===== src/rtl/timer_counter_pkg.sv =====
// Shared constants and types for the memory-mapped countdown timer.
// Register offsets, CTRL bit layout, mode codes, FSM states and bridge decode windows.
package timer_counter_pkg;

   localparam logic [1:0] OFF_CTRL   = 2'd0;
   localparam logic [1:0] OFF_PRESET = 2'd1;
   localparam logic [1:0] OFF_COUNT  = 2'd2;
   localparam logic [1:0] OFF_RSVD   = 2'd3;

   localparam int CTRL_EN_BIT   = 0;
   localparam int CTRL_MODE_LSB = 1;
   localparam int CTRL_IM_BIT   = 3;
   localparam int CTRL_BITS     = 4;

   localparam logic [1:0] MODE_ONESHOT  = 2'b00;
   localparam logic [1:0] MODE_PERIODIC = 2'b01;

   // Address windows the bridge decodes for the two timer instances.
   localparam logic [31:0] TC1_BASE = 32'h0000_7F00;
   localparam logic [31:0] TC1_END  = 32'h0000_7F0F;
   localparam logic [31:0] TC2_BASE = 32'h0000_7F10;
   localparam logic [31:0] TC2_END  = 32'h0000_7F1F;

   typedef enum logic [1:0] {
      ST_IDLE = 2'd0,
      ST_LOAD = 2'd1,
      ST_CNT  = 2'd2,
      ST_INT  = 2'd3
   } tc_state_e;

   // Field order matches CTRL bit positions: im=[3], mode=[2:1], en=[0].
   typedef struct packed {
      logic       im;
      logic [1:0] mode;
      logic       en;
   } tc_ctrl_t;

   // Mode codes 1x fall back to one-shot behaviour.
   function automatic logic is_periodic(input logic [1:0] mode);
      return mode == MODE_PERIODIC;
   endfunction

endpackage


===== src/rtl/timer_counter.sv =====
// Countdown timer responder: CTRL/PRESET/COUNT registers, one-shot or auto-reload,
// with a maskable interrupt request raised on expiry.
module timer_counter
   import timer_counter_pkg::*;
#(
   parameter int WIDTH = 32
) (
   input  logic             clk,
   input  logic             reset,
   input  logic [29:0]      addr,
   input  logic             we,
   input  logic [WIDTH-1:0] wdata,
   output logic [WIDTH-1:0] rdata,
   output logic             irq
);

   tc_state_e        state_q, state_d;
   tc_ctrl_t         ctrl_q, ctrl_d;
   logic [WIDTH-1:0] preset_q, preset_d;
   logic [WIDTH-1:0] count_q, count_d;
   logic             irq_flag_q, irq_flag_d;

   logic [1:0] reg_sel;
   logic       unused_addr;

   // addr is already a word address, so its two LSBs select the register.
   assign reg_sel     = addr[1:0];
   assign unused_addr = ^addr[29:2];

   always_ff @(posedge clk) begin
      if (reset) begin
         state_q    <= ST_IDLE;
         ctrl_q     <= '0;
         preset_q   <= '0;
         count_q    <= '0;
         irq_flag_q <= 1'b0;
      end else begin
         state_q    <= state_d;
         ctrl_q     <= ctrl_d;
         preset_q   <= preset_d;
         count_q    <= count_d;
         irq_flag_q <= irq_flag_d;
      end
   end

   always_comb begin
      state_d = state_q;
      unique case (state_q)
         ST_IDLE: if (ctrl_q.en) state_d = ST_LOAD;
         ST_LOAD: state_d = ST_CNT;
         ST_CNT: begin
            if (!ctrl_q.en)
               state_d = ST_IDLE;
            else if (count_q <= WIDTH'(1))
               state_d = ST_INT;
         end
         ST_INT:  state_d = ST_IDLE;
         default: state_d = ST_IDLE;
      endcase
   end

   // FSM acts on pre-write register values; a CPU write is applied last so it wins.
   always_comb begin
      ctrl_d     = ctrl_q;
      preset_d   = preset_q;
      count_d    = count_q;
      irq_flag_d = irq_flag_q;

      unique case (state_q)
         ST_LOAD: count_d = preset_q;
         ST_CNT: begin
            if (ctrl_q.en) begin
               if (count_q > WIDTH'(1)) begin
                  count_d = count_q - WIDTH'(1);
               end else begin
                  count_d    = '0;
                  irq_flag_d = 1'b1;
               end
            end
         end
         ST_INT: begin
            if (is_periodic(ctrl_q.mode))
               irq_flag_d = 1'b0;
            else
               ctrl_d.en = 1'b0;
         end
         default: ;
      endcase

      if (we) begin
         unique case (reg_sel)
            OFF_CTRL: begin
               ctrl_d     = tc_ctrl_t'(wdata[CTRL_BITS-1:0]);
               irq_flag_d = 1'b0;
            end
            OFF_PRESET: preset_d = wdata;
            default: ;
         endcase
      end
   end

   always_comb begin
      rdata = '0;
      unique case (reg_sel)
         OFF_CTRL:   rdata = {{(WIDTH-CTRL_BITS){1'b0}}, ctrl_q};
         OFF_PRESET: rdata = preset_q;
         OFF_COUNT:  rdata = count_q;
         default:    rdata = '0;
      endcase
      irq = irq_flag_q & ctrl_q.im;
   end

endmodule


===== config.mk =====
export PLATFORM = sky130hd
export DESIGN_NAME = timer_counter
export DESIGN_NICKNAME = d
export VERILOG_FILES = /design/src/rtl/timer_counter_pkg.sv /design/src/rtl/timer_counter.sv
export SDC_FILE = /design/constraint.sdc
export NUM_CORES = 1
export LEC_CHECK = 0
export ABC_CLOCK_PERIOD_IN_PS = 3300
export BUFFER_PORTS_ARGS = -buffer_cell sky130_fd_sc_hd__buf_2
export CAP_MARGIN = 20
export CORE_MARGIN = 3
export CORE_UTILIZATION = 50
export DETAILED_ROUTE_END_ITERATION = 8
export GPL_TIMING_DRIVEN = 0
export HOLD_SLACK_MARGIN = 0.1
export PLACE_DENSITY = 0.78
export SYNTH_ARGS = -nofsm -noshare
export SYNTH_HDL_FRONTEND = slang
export SYNTH_SLANG_ARGS = --single-unit

===== constraint.sdc =====
create_clock -name clk -period 3.3 [get_ports clk]
set_input_delay 0.66 -clock clk [delete_from_list [all_inputs] [get_ports clk]]
set_output_delay 0.66 -clock clk [all_outputs]
set_load 0.01 [all_outputs]

## Word level (Yosys, flattened, before mapping)

Cells that the tools add are included.

- Add/sub/neg operators: 1
- Multiply operators: 0
- Divide/modulo/power cells: 0
- $lt $le $gt $ge: 2
- Equal/unequal tests: 9
- Shift-type cells: 0
- Muxes and demuxes: 18
- Bitwise logic cells: 1
- Reduce and logical (&&, ||, !) cells: 7

Operators with widths:

| cell | count |
|---|---|
| 32-bit case mux with 3 select lines | 1 |
| 32-bit two-way mux | 2 |
| 32-bit case mux with 2 select lines | 1 |
| 32-bit by 1-bit greater-than comparator with 1-bit output, second input constant | 1 |
| 32-bit by 1-bit less-or-equal comparator with 1-bit output, second input constant | 1 |
| 32-bit by 1-bit subtractor with 32-bit output, second input constant | 1 |
| 1-bit two-way mux | 9 |
| 2-bit case mux with 4 select lines | 1 |
| 2-bit AND reduction | 4 |
| 2-bit by 1-bit == test with 1-bit output, second input constant | 3 |
| 2-bit == test, second input constant | 3 |
| 2-bit two-way mux | 3 |
| 2-bit zero test | 2 |
| 2-bit != test, second input constant | 2 |
| 3-bit != test, second input constant | 1 |
| 1-bit case mux with 2 select lines | 1 |
| 2-bit nonzero test | 1 |
| 1-bit bitwise AND | 1 |

- Register bits: 71
- Bits in latches: 0
- Bits in writable memories: 0
- Memory bits (read-only): 0
- Input bits: 65
- Output and inout bits: 33
- Word-level logic and storage cells: 45
- Memories kept: 0

## Depth between registers and ports, before layout

- Word-level depth: 6
- Gate-level depth with buffers: 9
- Depth with buffers taken out: 7

## Worst setup path after synthesis

OpenSTA, ideal clock, no wires.

- Path type: input-to-output
- From: in addr[1]
- To: out rdata[10]
- Arrival time: 1863 ps
- Data required time: 2640 ps
- Setup slack: 777 ps
- Cell stages on the path: 5
- Path buffers: 3
- Cells stage by stage: clkbuf_1 nor2b_1 clkbuf_1 buf_1 a22o_1

- Word-level cells in the longest chain between the ends: 2
- Elaborated cells between the ends (all ways): 4
- Classes of those cells: eq/ne (2); mux (1); reduce/logical (1)

RTL lines:

| element | RTL line | text |
|---|---|---|
| start: declaration | timer_counter.sv:10 | `input logic [29:0] addr,` |
| 2-bit == test (tied with other cells) | timer_counter.sv:104 | `unique case (reg_sel)` |
| 32-bit case mux with 3 select lines * | timer_counter.sv:104 |  |
| end: declaration | timer_counter.sv:13 | `output logic [WIDTH-1:0] rdata,` |

Every way passes the cells marked *; elsewhere a longest branch is shown, timed or not.

## Worst setup path after layout

- From: in addr[1]
- To: out rdata[24]

The elaborated chain is that of the path after synthesis.

==> results by group <==
Placement
  • Post-DP HPWL: 11.0 mm
  • RD Place Congestion: 1.02
  • Cell Area, Placed: 4520 um^2
  • Port bufs: 67

Worst setup path
  • Req. time, crit path: 2.64 ns
  • Reg2Reg Depth: 7
  • Crit Path Category: in -> out
  • Critical Path Source: addr[1]
  • R2R Setup Slk: 0.25 ns
  • Worst R2R End: count_q[22]
  • CP Max Fanout: 10
  • R2R Path Start: state_q[1]
  • Critical Path Sink: rdata[24]
  • CP arrival: 2.50 ns
  • Worst setup SP type: input pin
  • Crit end category: primary output

Clock network
  • Post-CTS Setup Bufs: 0
  • CTS tree: yes
  • CTS Root Cell: clkbuf_8
  • Num CTS Buffers: 9
  • Reg clk slew, reported paths: 0.08 ns
  • Worst-Skew Late Latency: 0.38 ns
  • H-tree depth: 3
  • CTS sink cnt: 71
  • Maximum clock insertion buffer count: 2

Timing
  • Measured slew at the worst slew-check pin: 0.815 ns
  • Setup TNS: 0 ns
  • RSZ-0062 raised after global routing: no
  • Fin crit period: 3.16 ns
  • Hold Violations, Final: 0
  • Setup Skew: 0.0199 ns
  • Max-slew violations: 0
  • Final setup violation count: 0
  • Max Clock Freq: 317 MHz
  • Hold slack final: 0.479 ns
  • Worst rel slew slack: 45.7%
  • Final worst-path cycle share: 95.7%

Detailed routing
  • DR iter-0 viols: 499
  • Residual DRC: 0
  • DR vias/cell: 6.71
  • Post-route ant nets: 0
  • Final WL: 16.0 mm
  • First drt pass iteration count: 5
  • WL per Instance: 22.6 um
  • Vias: 4,736

Floorplan
  • Die width: 96.0 um
  • I/O pin count: 98
  • Core area: 7810 um^2
  • Initial cell density of the core: 51.9%
  • DIE AREA: 9220 um^2
  • Die Y: 96.0 um
  • Rows: 32

Layout
  • Finished layout cell area: 4740 um^2
  • Number of diodes: 0
  • Final Core Density: 60.7%
  • P&R area growth vs syn: 16.9%
  • Reg area: 1420 um^2
  • Filler instances: 784
  • Nets: 666
  • Share of layout cells above drive strength 1: 16.9%
  • Most frequent cells in the layout: 87 x nand2_1, 71 x dfxtp_1, 70 x buf_2, 56 x a21oi_1, 43 x clkbuf_1
  • Multi-input logic area: 2390 um^2
  • Commonest non-fill, non-tap cell in the layout: nand2_1

Worst hold path
  • Hold crit path type: reg -> reg

Pwr
  • Leak: 1.91 nW
  • VDD IR max: 0.000260 V
  • Tot Pwr: 1.95 mW
  • Cell Pwr Density: 411 nW/um^2

Yosys
  • Count of cell types in the netlist: 68
  • Warnings from Yosys: 0
  • Main flop type after synthesis: dfxtp_1
  • Synthesized instance count: 521
  • Seq/Total Area, Yosys: 35.1%
  • EDFF count, synth: 0
  • #FFs+latches synth: 71
  • Asr flop ratio synth: 0%
  • Netlist Area Pre-Place: 4050 um^2
  • Post-synthesis net count: 588
  • Syn Area/Cell: 7.78 um^2

Status
  • Run status: completed

GRT
  • Global-route wire length before repair: 23.9 mm
  • Largest net degree at the start of global routing: 14
  • Initial antenna violation count: 0
  • GRT overflow: 0
  • Vias in the first global route: 4,149
  • GRT Util Overall: 35.2%

Flow run
  • Max-cap viol count: 0
## final cells by class
type / instances / share of cell area [%]
buffer: 51 / 4.57
clock inverter: 7 / 2.06
inverter: 7 / 0.554
timing repair buffer: 67 / 7.07
clock buffer: 9 / 2.61
tap: 102 / 2.69
multi-input combinational: 392 / 50.4
sequential: 71 / 30.0
## power by group
part | total (mW) | switching [mW] | leakage [nW] | internal [mW]
logic | 0.250 | 0.175 | 1.23 | 0.0744
clock network | 0.809 | 0.383 | 0.105 | 0.427
registers | 0.891 | 0.0177 | 0.575 | 0.873
## worst min-delay path by stage
stage	cells past startpoint	slack, ns	start	endpoint
6_report	2	0.48	preset_q[11]	preset_q[11]
5_1_grt	2	0.49	preset_q[27]	preset_q[27]
4_1_cts	2	0.48	preset_q[11]	preset_q[11]
3_5_place_dp	2	0.47	preset_q[11]	preset_q[11]
3_3_place_gp	2	0.46	preset_q[6]	preset_q[6]
2_1_floorplan	2	0.45	preset_q[14]	preset_q[14]
## what timing repair did
item                       CTS  global route
resized for setup            0             3
hold buffers                 0             0
setup endpoints to repair    0            20
## Yosys cell counts (all sizes together) (4+ instances only)
cell type	n	area [um^2]
nor2	23	86.3
a221oi	7	61.3
a22o	28	245
a21oi	56	280
inv	7	26.3
o311ai	4	35.0
o22ai	5	31.3
a22oi	9	67.6
and3	5	32.5
or3	4	25.0
mux2i	8	80.1
nor3	13	80.1
or4	8	60.1
a31oi	15	93.8
nand3	14	75.1
a32oi	7	61.3
o211ai	6	45.0
buf	7	48.8
dfxtp	71	1420
o21ai	11	55.1
nand4	13	81.3
nand2	87	327
nor4	9	71.3
nor2b	7	43.8
clkbuf	44	165
## worst max-delay path: stages
cell and delay (ns):
clkbuf_1 0.31, nor2b_1 0.18, clkbuf_1 0.57, clkbuf_2 0.43
a22o_1 0.20, buf_2 0.13
## per-layer routing
| layer | global-route usage (%) | part of all wire (%) |
|---|---|---|
| met3 | 9.23 | 11 |
| met4 | 15.8 | 4.3 |
| met2 | 50.9 | 43 |
| met1 | 48.8 | 41 |
| met5 | 0 | 0 |
## sequential cells by signal, indices dropped and copies added (netlist names)
register	cells
ctrl_q	4
preset_q	32
count_q	32
irq_flag_q	1
state_q	2
## logic make-up (layout without fill, tap and decap cells)
logic type                 Yosys count  count (layout)  share of synthesized area, %
buffers and inverters               58             141                          5.93
and+or+nand+nor                    206             206                          26.3
adders and majority gates            2               2                         0.617
DFF                                 71              71                          35.1
muxes                                8               8                          1.98
AOI/OAI and AO/OA                  176             176                          30.1
## per-stage QoR
stage | instances | setup slack [ns]
6_report | 706 | 0.143
5_1_grt | 706 | 0.106
4_1_cts | 706 | 0.000566
3_5_place_dp | 690 | 0.0188
3_3_place_gp | 690 | 0.0489
2_1_floorplan | 521 | 0.777
Power figures use the tool's default switching activity.
